## src/rtl/lab2_xcel_partition_engine.sv

```systemverilog
// Lomuto quicksort partition engine over 32-bit words in memory, one outstanding request.
// Optional swap counter and resp_swaps port under `LAB2_XCEL_PARTITION_STATS_EN.

package lab2_xcel_partition_pkg;
  localparam logic [2:0] MEM_TYPE_READ  = 3'd0;
  localparam logic [2:0] MEM_TYPE_WRITE = 3'd1;

  typedef struct packed {
    logic [2:0]  type_;
    logic [7:0]  opaque;
    logic [31:0] addr;
    logic [1:0]  len;
    logic [31:0] data;
  } mem_req_4B_t;

  typedef struct packed {
    logic [2:0]  type_;
    logic [7:0]  opaque;
    logic [1:0]  test;
    logic [1:0]  len;
    logic [31:0] data;
  } mem_resp_4B_t;
endpackage

module lab2_xcel_partition_engine
  import lab2_xcel_partition_pkg::*;
#(
  parameter int unsigned IDX_W = 16
) (
  input  logic             clk,
  input  logic             reset_n,
  input  logic             cmd_val,
  output logic             cmd_rdy,
  input  logic [31:0]      cmd_base,
  input  logic [IDX_W-1:0] cmd_lo,
  input  logic [IDX_W-1:0] cmd_hi,
  input  logic             cmd_signed,
  input  logic             cmd_desc,
  output logic             resp_val,
  input  logic             resp_rdy,
  output logic [IDX_W-1:0] resp_idx,
`ifdef LAB2_XCEL_PARTITION_STATS_EN
  output logic [IDX_W-1:0] resp_swaps,
`endif
  output mem_req_4B_t      mem_reqstream_msg,
  output logic             mem_reqstream_val,
  input  logic             mem_reqstream_rdy,
  input  mem_resp_4B_t     mem_respstream_msg,
  input  logic             mem_respstream_val,
  output logic             mem_respstream_rdy
);

  localparam logic [2:0] S_IDLE = 3'd0;
  localparam logic [2:0] S_RD_P = 3'd1;
  localparam logic [2:0] S_RD_J = 3'd2;
  localparam logic [2:0] S_RD_I = 3'd3;
  localparam logic [2:0] S_WR_I = 3'd4;
  localparam logic [2:0] S_WR_J = 3'd5;
  localparam logic [2:0] S_RESP = 3'd6;

  localparam logic [IDX_W-1:0] ONE = 1;

  logic [2:0]       state_q, state_d;
  logic             wait_q, wait_d;
  logic             fin_q, fin_d;
  logic             sgn_q, sgn_d;
  logic             desc_q, desc_d;
  logic [31:0]      base_q, base_d;
  logic [31:0]      p_q, p_d;
  logic [31:0]      aj_q, aj_d;
  logic [31:0]      ai_q, ai_d;
  logic [IDX_W-1:0] hi_q, hi_d;
  logic [IDX_W-1:0] i_q, i_d;
  logic [IDX_W-1:0] j_q, j_d;
  logic [IDX_W-1:0] idx_q, idx_d;
  logic [IDX_W-1:0] swaps_q, swaps_d;

  logic             is_mem, is_wr, bef, adv;
  logic [31:0]      rdata;
  logic [IDX_W-1:0] i_nx, j_inc, k_idx;
  logic             unused_resp_bits;

  assign is_mem = (state_q == S_RD_P) || (state_q == S_RD_J) || (state_q == S_RD_I) ||
                  (state_q == S_WR_I) || (state_q == S_WR_J);
  assign is_wr  = (state_q == S_WR_I) || (state_q == S_WR_J);

  assign cmd_rdy            = (state_q == S_IDLE);
  assign resp_val           = (state_q == S_RESP);
  assign resp_idx           = idx_q;
  assign mem_reqstream_val  = is_mem && !wait_q;
  assign mem_respstream_rdy = is_mem && wait_q;
  assign unused_resp_bits   = ^{mem_respstream_msg.type_, mem_respstream_msg.opaque,
                                mem_respstream_msg.test, mem_respstream_msg.len};
`ifdef LAB2_XCEL_PARTITION_STATS_EN
  assign resp_swaps = swaps_q;
`endif

  always_comb begin
    case (state_q)
      S_RD_P:         k_idx = hi_q;
      S_RD_J:         k_idx = j_q;
      S_RD_I, S_WR_I: k_idx = i_q;
      S_WR_J:         k_idx = fin_q ? hi_q : j_q;
      default:        k_idx = '0;
    endcase
    mem_reqstream_msg        = '0;
    mem_reqstream_msg.type_  = is_wr ? MEM_TYPE_WRITE : MEM_TYPE_READ;
    mem_reqstream_msg.addr   = base_q + (32'(k_idx) << 2);
    if (state_q == S_WR_I)
      mem_reqstream_msg.data = fin_q ? p_q : aj_q;
    else if (state_q == S_WR_J)
      mem_reqstream_msg.data = ai_q;
  end

  always_comb begin
    rdata = mem_respstream_msg.data;
    if (desc_q)
      bef = sgn_q ? ($signed(rdata) > $signed(p_q)) : (rdata > p_q);
    else
      bef = sgn_q ? ($signed(rdata) < $signed(p_q)) : (rdata < p_q);
  end

  always_comb begin
    state_d = state_q;
    wait_d  = wait_q;
    fin_d   = fin_q;
    sgn_d   = sgn_q;
    desc_d  = desc_q;
    base_d  = base_q;
    p_d     = p_q;
    aj_d    = aj_q;
    ai_d    = ai_q;
    hi_d    = hi_q;
    i_d     = i_q;
    j_d     = j_q;
    idx_d   = idx_q;
    swaps_d = swaps_q;
    adv     = 1'b0;
    i_nx    = i_q;
    j_inc   = j_q + ONE;
    case (state_q)
      S_IDLE: begin
        if (cmd_val) begin
          base_d  = cmd_base;
          hi_d    = cmd_hi;
          i_d     = cmd_lo;
          j_d     = cmd_lo;
          sgn_d   = cmd_signed;
          desc_d  = cmd_desc;
          fin_d   = 1'b0;
          wait_d  = 1'b0;
          swaps_d = '0;
          if (cmd_lo >= cmd_hi) begin
            idx_d   = cmd_lo;
            state_d = S_RESP;
          end else begin
            state_d = S_RD_P;
          end
        end
      end
      S_RESP: if (resp_rdy) state_d = S_IDLE;
      S_RD_P, S_RD_J, S_RD_I, S_WR_I, S_WR_J: begin
        if (!wait_q) begin
          if (mem_reqstream_rdy) wait_d = 1'b1;
        end else if (mem_respstream_val) begin
          wait_d = 1'b0;
          case (state_q)
            S_RD_P: begin
              p_d     = rdata;
              state_d = S_RD_J;
            end
            S_RD_J: begin
              aj_d = rdata;
              if (bef && (i_q != j_q)) begin
                state_d = S_RD_I;
              end else begin
                adv  = 1'b1;
                i_nx = bef ? i_q + ONE : i_q;
              end
            end
            S_RD_I: begin
              ai_d    = rdata;
              state_d = S_WR_I;
            end
            S_WR_I: state_d = S_WR_J;
            default: begin
              swaps_d = swaps_q + ONE;
              if (fin_q) begin
                idx_d   = i_q;
                state_d = S_RESP;
              end else begin
                adv  = 1'b1;
                i_nx = i_q + ONE;
              end
            end
          endcase
        end
      end
      default: state_d = S_IDLE;
    endcase
    // Loop exit is an equality test on j+1 so hi = all-ones never relies on wraparound.
    if (adv) begin
      i_d = i_nx;
      if (j_inc == hi_q) begin
        if (i_nx != hi_q) begin
          fin_d   = 1'b1;
          state_d = S_RD_I;
        end else begin
          idx_d   = i_nx;
          state_d = S_RESP;
        end
      end else begin
        j_d     = j_inc;
        state_d = S_RD_J;
      end
    end
  end

  always_ff @(posedge clk or negedge reset_n) begin
    if (!reset_n) begin
      state_q <= S_IDLE;
      wait_q  <= 1'b0;
      fin_q   <= 1'b0;
      sgn_q   <= 1'b0;
      desc_q  <= 1'b0;
      base_q  <= '0;
      p_q     <= '0;
      aj_q    <= '0;
      ai_q    <= '0;
      hi_q    <= '0;
      i_q     <= '0;
      j_q     <= '0;
      idx_q   <= '0;
      swaps_q <= '0;
    end else begin
      state_q <= state_d;
      wait_q  <= wait_d;
      fin_q   <= fin_d;
      sgn_q   <= sgn_d;
      desc_q  <= desc_d;
      base_q  <= base_d;
      p_q     <= p_d;
      aj_q    <= aj_d;
      ai_q    <= ai_d;
      hi_q    <= hi_d;
      i_q     <= i_d;
      j_q     <= j_d;
      idx_q   <= idx_d;
      swaps_q <= swaps_d;
    end
  end

endmodule

```

## config.mk

```make
export PLATFORM = sky130hd
export DESIGN_NAME = lab2_xcel_partition_engine
export DESIGN_NICKNAME = d
export VERILOG_FILES = /design/src/rtl/lab2_xcel_partition_engine.sv
export SDC_FILE = /design/constraint.sdc
export NUM_CORES = 1
export LEC_CHECK = 0
export CORE_MARGIN = 4
export CORE_UTILIZATION = 56
export DETAILED_ROUTE_END_ITERATION = 7
export PLACE_DENSITY = 0.88
export SETUP_SLACK_MARGIN = 0.1
export SYNTH_ARGS = -nofsm -noshare
export SYNTH_HDL_FRONTEND = slang
export SYNTH_SLANG_ARGS = --single-unit
```

## constraint.sdc

```tcl
create_clock -name clk -period 12.9 [get_ports clk]
set_input_delay 2.58 -clock clk [delete_from_list [all_inputs] [get_ports clk]]
set_output_delay 2.58 -clock clk [all_outputs]
set_load 0.02 [all_outputs]
```

==> metrics.md, run 1 <==
| Metric | Value |
|---|---|
| Setup Crit Path Kind | `register to primary output` |
| Clock latency at the later pin of the worst-skew pair | `0.45 ns` |
| Area grow syn2layout | `18.6%` |
| Io pins | `216` |
| Main flop type after synthesis | `dfrtp_1` |
| Post-CTS setup buffer count | `0` |
| Critical path origin | `state_q[0]$_DFFE_PN0P_` |
| Vias/cell | `6.18` |
| Die Y | `165 um` |
| Initial Utilization | `0.571` |
| Num CTS Buffers | `17` |
| Worst Setup Start Kind | `register` |
| Final ANT Viol Nets | `0` |
| Vias | `12900` |
| Reg clk slew, reported paths | `0.09 ns` |
| Most used cell, CP | `a21oi_1` |
| Root Driver | `clkbuf_16` |
| Fin. max-slew vios | `0` |
| Final nets | `1943` |
| Pin count of the biggest net entering global routing | `80` |
| R2R setup slack | `7.87 ns` |
| Number of global-route vias before repair | `12700` |
| CP delay by family, top | `compound AO/OA/AOI/OAI gates` |
| Number of synthesized flops with an enable pin | `0` |
| Area of the multi-input gates | `8020 um2` |
| GRT Util Overall | `0.313` |
| Violations in the final reports | `design-rule violations` |
| FF-to-FF path depth | `15` |
| Post-cts gate resize count | `0` |
| DIE WIDTH | `165 um` |
| Num rows | `57` |
| Share of cells above drive strength 1 | `0.0825` |
| Ys async rst share | `1.00` |
| Seq cells post-synth | `199` |
| Synth warn | `0` |
| Final Setup Violations | `0` |
| TritonCTS clock tree | `built` |
| Final HPWL DP | `30700 um` |
| Post-Syn Area | `13900 um2` |
| Sequential share of the synthesized area | `0.359` |
| Max VDD drop | `0.000331 V` |
| Cells after DPL | `2062` |
| Hold crit path type | `register to register` |
| Iteration count of the initial detailed-routing pass | `8` |
| Stages on the worst setup path | `21` |
| Syn_area_per_cell | `8.41 um2` |
| Wirelength, routed | `43100 um` |
| Fin. Hold Viols | `0` |
| Pwr dens | `276 nW/um2` |
| Syn Inst Count | `1649` |
| Critical path cell sequence | `buf_4 -> nor2b_1 -> nand2_1 -> nand2_1 -> a222oi_1 -> inv_1 -> ha_1 -> a21o_1 -> a21oi_1 -> o21ai_0 -> a21oi_1 -> o21ai_0 -> a21oi_1 -> nor2b_1 -> o31ai_1 -> a2111oi_0 -> o41ai_1 -> buf_4 -> nor3_1 -> xor2_1 -> clkdlybuf4s50_1` |
| Static Leakage | `7.11 nW` |
| Total power | `0.00454 W` |
| Residual DRC | `2` |
| Slew margin rel. | `0.346` |
| Crit. End Element | `primary output` |
| Worst EP required | `10.32 ns` |
| Die footprint | `27400 um2` |
| Initial antenna violation count | `1` |
| WHS | `0.495 ns` |
| Status | `complete, but fails checks` |
| RD Place Congestion | `0.997` |
| I/O Buffers | `188` |
| Crit path max fanout | `79` |
| Post-route minimum period | `9.26 ns` |
| WL per Instance | `20.6 um` |
| Crit path DAT | `6.68 ns` |
| Reg2Reg Capture Point | `resp_idx[11]$_DFF_PN0_` |
| Setup TNS | `0 ns` |
| Crit Reg-Reg Startpoint | `p_q[21]$_DFFE_PN0P_` |
| Critical path's slowest cell | `a222oi_1` |
| Iter 0 DRT Violations | `1297` |
| Fin cells | `2094` |
| Actual slew at the worst max-slew pin | `0.981 ns` |
| Final core utilization | `0.676` |
| Global-route wire length before repair | `67700 um` |
| CTS sink cnt | `199` |
| Maxcap violations | `0` |
| Hold Buf Count CTS | `0` |
| Peak Freq | `108 MHz` |
| Buffers & Inverters on Critical Path | `4` |
| Filler cells | `1942` |
| H-tree depth | `4` |
| CTS max path bufs | `2` |
| Reg area | `4980 um2` |
| Largest stage delay, worst path | `0.77 ns` |
| Period utilization | `0.718` |
| Core footprint | `24300 um2` |
| Critical path destination | `mem_reqstream_msg[63]` |
| Library cells used by synthesis | `76` |
| GR Overflow Total | `0` |
| RSZ-0062 raised after global routing | `false` |
| Worst-case clock skew | `0.0271 ns` |
| Antenna Cells | `0` |
worst reg2reg max path, stage by stage, from the launching register on:
cell	delay, ns
dfrtp_1	0.36
inv_1	0.08
ha_1	0.31
nand4_1	0.15
nor4_1	0.56
a21oi_1	0.13
a31oi_1	0.28
o31a_1	0.37
o211ai_2	0.29
o21ai_0	0.36
a21oi_1	0.23
a2111o_1	0.51
o31a_1	0.32
nor4_4	0.25
buf_4	0.35
mux2_1	0.37
per-layer routing:
layer  up-vias  track usage  routed length [um]  share of wire
met5         -            0                  13        0.00030
met4         2        0.132                1790          0.042
li1       5965            -                   -              -
met1      6199        0.404               17000           0.39
met2       660        0.514               20500           0.48
met3       121       0.0616                3830          0.089
cell families after synthesis:
| group | synth area share |
|---|---|
| simple gates | 0.189 |
| mux | 0.0968 |
| buf+inv | 0.0673 |
| other cells | 0.000270 |
| fa+ha+maj | 0.0610 |
| flops | 0.359 |
| compound gates | 0.177 |
| xor+xnor | 0.0492 |
area by class of cell:
type                    count  area share
multi-input cells        1232       0.487
flip-flops and latches    199       0.303
repair buffers            208       0.124
clock buffers              18      0.0267
well taps                 324      0.0246
inverters                  99      0.0226
clock inverters            14      0.0121
power by group:
| part | switching [W] | total (W) | internal (W) |
|---|---|---|---|
| registers | 0.000395 | 0.00130 | 0.000909 |
| logic | 0.00151 | 0.00266 | 0.00115 |
| clock network | 0.000289 | 0.000578 | 0.000289 |
how the worst min path moves through the flow:
stage | slack (ns) | cells after the start | from | endpoint
2_1_floorplan | 0.45 | 2 | sgn_q$_DFFE_PN0P_ | sgn_q$_DFFE_PN0P_
3_3_place_gp | 0.46 | 2 | base_q[0]$_DFFE_PN0P_ | base_q[0]$_DFFE_PN0P_
3_5_place_dp | 0.48 | 2 | base_q[4]$_DFFE_PN0P_ | base_q[4]$_DFFE_PN0P_
4_1_cts | 0.50 | 2 | base_q[1]$_DFFE_PN0P_ | base_q[1]$_DFFE_PN0P_
5_1_grt | 0.52 | 1 | aj_q[5]$_DFFE_PN0P_ | aj_q[5]$_DFFE_PN0P_
6_report | 0.49 | 2 | base_q[1]$_DFFE_PN0P_ | base_q[1]$_DFFE_PN0P_
per-stage QoR:
stage / setup WS, ns / cell area (um2)
2_1_floorplan: 5.71 / 13900
3_3_place_gp: 4.54 / 15800
3_5_place_dp: 4.39 / 15800
4_1_cts: 3.83 / 16500
5_1_grt: 3.25 / 16500
6_report: 3.64 / 16500
registers in the layout (all words and copies together), names as in the netlist:
register	count
ai_q	32
aj_q	32
base_q	32
desc_q	1
fin_q	1
hi_q	16
i_q	16
j_q	16
p_q	32
resp_idx	16
sgn_q	1
state_q	3
wait_q	1
cell usage in the layout, fill, tap and decap left out, drive strengths merged, types with 16 or more instances in the layout:
cell type      count
nand2            221
dfrtp            199
clkdlybuf4s50    187
nor2             148
a21oi            106
inv              105
o21ai             97
mux2              70
ha                66
mux2i             55
xor2              43
nand3             42
xnor2             35
nor3              34
and3              26
nand4             24
a21boi            20
buf               20
clkbuf            19
nand2b            16
a222oi            16
a211oi            16
cell usage after synthesis (10+ instances only):
cell type  number  share of area
nand2_1       220          0.060
dfrtp_1       199           0.36
nor2_1        147          0.040
a21oi_1       106          0.038
inv_1          98          0.027
o21ai_0        97          0.035
clkbuf_1       95          0.026
mux2_2         68          0.055
ha_1           66          0.060
mux2i_1        55          0.040
xor2_1         43          0.027
nand3_1        42          0.015
xnor2_1        35          0.022
nor3_1         32          0.012
and3_1         26          0.012
nand4_1        24          0.011
a21boi_0       20          0.011
a211oi_1       16         0.0087
a222oi_1       16          0.012
buf_4          16         0.0087
nand2b_1       16         0.0072
a21o_1         14         0.0076
a22oi_1        14         0.0076
buf_1          13         0.0035
and2_1         12         0.0054
nor4_1         12         0.0054
o21a_1         11         0.0060
a31oi_1        10         0.0045
(Power assumes the default switching activity.)
==> inputs of run 2 (changes only) <==
Settings changed: CORE_UTILIZATION 56 to 55, PLACE_DENSITY 0.88 to 0.86.
Clock period 12.9 ns to 9.25 ns, I/O delays scaled along.
==> metrics.md, run 2 (same netlist as run 1, synthesis figures left out) <==
| Metric | Value |
|---|---|
| Pin count of the biggest net entering global routing | `89 (was 80)` |
| Global-route wire length before repair | `68900 um (was 67700 um)` |
| Worst-case clock skew | `0.0222 ns (was 0.0271 ns)` |
| Violations in the final reports | `design-rule violations (unchanged)` |
| Residual DRC | `4 (was 2)` |
| Hold Buf Count CTS | `0 (unchanged)` |
| Setup Crit Path Kind | `register to primary output (unchanged)` |
| Reg clk slew, reported paths | `0.09 ns (about the same)` |
| DIE WIDTH | `167 um (was 165 um)` |
| Io pins | `216 (unchanged)` |
| Filler cells | `1978 (was 1942)` |
| Die footprint | `27800 um2 (was 27400 um2)` |
| Area grow syn2layout | `18.6% (about the same)` |
| Critical path's slowest cell | `a222oi_1 (unchanged)` |
| Largest stage delay, worst path | `0.69 ns (was 0.77 ns)` |
| Actual slew at the worst max-slew pin | `1.01 ns (was 0.981 ns)` |
| Initial Utilization | `0.566 (was 0.571)` |
| Pwr dens | `385 nW/um2 (was 276 nW/um2)` |
| Wirelength, routed | `43100 um (about the same)` |
| Status | `complete, but fails checks (unchanged)` |
| Vias/cell | `6.19 (was 6.18)` |
| Fin. max-slew vios | `0 (unchanged)` |
| Iter 0 DRT Violations | `1372 (was 1297)` |
| TritonCTS clock tree | `built (unchanged)` |
| CTS sink cnt | `199 (unchanged)` |
| R2R setup slack | `3.84 ns (was 7.87 ns)` |
| Worst EP required | `7.40 ns (was 10.32 ns)` |
| CP delay by family, top | `compound AO/OA/AOI/OAI gates (unchanged)` |
| Crit Reg-Reg Startpoint | `p_q[23]$_DFFE_PN0P_ (was p_q[21]$_DFFE_PN0P_)` |
| FF-to-FF path depth | `14 (was 15)` |
| Clock latency at the later pin of the worst-skew pair | `0.45 ns (about the same)` |
| Static Leakage | `7.11 nW (about the same)` |
| Fin. Hold Viols | `0 (unchanged)` |
| Num CTS Buffers | `17 (unchanged)` |
| Maxcap violations | `0 (unchanged)` |
| Commonest non-fill, non-tap cell in the layout | `nand2_1 (unchanged)` |
| Final HPWL DP | `30500 um (was 30700 um)` |
| Reg area | `4980 um2 (unchanged)` |
| I/O Buffers | `188 (unchanged)` |
| Slew margin rel. | `0.324 (was 0.346)` |
| Final instance area | `16500 um2 (about the same)` |
| Peak Freq | `123 MHz` |
| Core footprint | `24500 um2 (was 24300 um2)` |
| Hold wc startpoint | `base_q[0]$_DFFE_PN0P_ (was base_q[1]$_DFFE_PN0P_)` |
| Root Driver | `clkbuf_16 (unchanged)` |
| Iteration count of the initial detailed-routing pass | `8 (unchanged)` |
| Initial antenna violation count | `1 (unchanged)` |
| Most frequent cells in the layout | `nand2_1, dfrtp_1, clkdlybuf4s50_1 (unchanged)` |
| Final Setup Violations | `0 (unchanged)` |
| Worst Setup Start Kind | `register (unchanged)` |
| GR Overflow Total | `0 (unchanged)` |
| Die Y | `167 um (was 165 um)` |
| Period utilization | `0.880` |
| Final nets | `1943 (unchanged)` |
| Crit path DAT | `6.29 ns (was 6.68 ns)` |
| CTS max path bufs | `2 (unchanged)` |
| Critical path cell sequence | `nor2b_1 -> nand2_1 -> nand2_1 -> a222oi_1 -> inv_1 -> ha_1 -> a21o_1 -> a21oi_1 -> o21ai_0 -> a21oi_1 -> o21ai_0 -> a21oi_1 -> nor2b_1 -> o31ai_1 -> a2111oi_0 -> o41ai_1 -> buf_4 -> nor2_1 -> xor2_1 -> clkdlybuf4s50_1 (was buf_4 -> nor2b_1 -> nand2_1 -> nand2_1 -> a222oi_1 -> inv_1 -> ha_1 -> a21o_1 -> a21oi_1 -> o21ai_0 -> a21oi_1 -> o21ai_0 -> a21oi_1 -> nor2b_1 -> o31ai_1 -> a2111oi_0 -> o41ai_1 -> buf_4 -> nor3_1 -> xor2_1 -> clkdlybuf4s50_1)` |
| Share of cells above drive strength 1 | `0.0825 (unchanged)` |
| Buffers & Inverters on Critical Path | `3 (was 4)` |
| Total power | `0.00633 W (was 0.00454 W)` |
| Most used cell, CP | `a21oi_1 (unchanged)` |
| Reg2Reg Capture Point | `resp_idx[11]$_DFF_PN0_ (unchanged)` |
| H-tree depth | `4 (unchanged)` |
| Hold crit path type | `register to register (unchanged)` |
| Stages on the worst setup path | `20 (was 21)` |
| RSZ-0062 raised after global routing | `false (unchanged)` |
| RD Place Congestion | `1.01 (was 0.997)` |
| WL per Instance | `20.6 um (about the same)` |
| GRT Util Overall | `0.303 (was 0.313)` |
| Max VDD drop | `0.000348 V (was 0.000331 V)` |
| Post-cts gate resize count | `0 (unchanged)` |
| Number of global-route vias before repair | `12800 (was 12700)` |
| Area of the multi-input gates | `8020 um2 (unchanged)` |
| Final core utilization | `0.671 (was 0.676)` |
| Vias | `13000 (was 12900)` |
| Crit. End Element | `primary output (unchanged)` |
| Num rows | `57 (unchanged)` |
| Final ANT Viol Nets | `0 (unchanged)` |
| Post-CTS setup buffer count | `0 (unchanged)` |
| Cell Area, Placed | `15800 um2 (unchanged)` |
| Setup TNS | `0 ns (unchanged)` |
| Post-route minimum period | `8.14 ns` |
| Hold Path Sink | `base_q[0]$_DFFE_PN0P_ (was base_q[1]$_DFFE_PN0P_)` |
| Hold Path Stages | `2 (unchanged)` |
| Crit path max fanout | `16 (was 79)` |
==> run 2: changes by cell type in the layout (fill, tap and decap cells not counted) <==
cell	change
inv_6	-2
inv_12	+2
and2_0	-1
diode_2	+1
inv_8	+1
clkbuf_8	-1
and2_1	+1
clkinvlp_4	+1
clkinv_8	-1
==> run 2: cell type report <==
cell class              count  share of cell area
clock inverters            15              0.0132
inverters                  99              0.0226
multi-input cells        1232               0.487
diodes                      1            0.000152
clock buffers              17              0.0258
well taps                 324              0.0246
flip-flops and latches    199               0.303
repair buffers            208               0.124
==> run 2: stage by stage <==
stage          hold slack (ns)  worst slack, ns  instances
2_1_floorplan            0.447             2.79       1660
3_3_place_gp             0.463             1.97       2062
3_5_place_dp             0.463             1.87       2062
4_1_cts                  0.485             1.27       2094
5_1_grt                  0.505            0.649       2095
6_report                 0.482             1.11       2095
==> run 2: layer usage <==
layer,share of wire,track usage,vias up
met5,0,0,-
met4,0.040,0.126,0
met3,0.082,0.0690,126
met2,0.47,0.491,647
met1,0.41,0.392,6221
li1,-,-,5978
==> run 2: worst max path at each step <==
stage	start	endpoint	slack, ns
6_report	state_q[2]$_DFFE_PN0P_	mem_reqstream_msg[61]	1.11
5_1_grt	state_q[2]$_DFFE_PN0P_	mem_reqstream_msg[61]	0.65
4_1_cts	state_q[2]$_DFFE_PN0P_	mem_reqstream_msg[65]	1.27
3_5_place_dp	state_q[2]$_DFFE_PN0P_	mem_reqstream_msg[64]	1.87
3_3_place_gp	state_q[2]$_DFFE_PN0P_	mem_reqstream_msg[64]	1.97
2_1_floorplan	fin_q$_DFF_PN0_	mem_reqstream_msg[50]	2.79
==> run 2: worst min-delay path, cell delays in order, from the launching register on <==
cell and delay [ns]:
dfrtp_1 0.35, nand2_1 0.05, nand2_1 0.05
==> run 2: report_power, final <==
group	total (W)	switching [W]	internal, W
combinational	0.00370	0.00210	0.00161
clock	0.000811	0.000411	0.000400
sequential	0.00182	0.000548	0.00127
total	0.00633	0.00306	0.00327
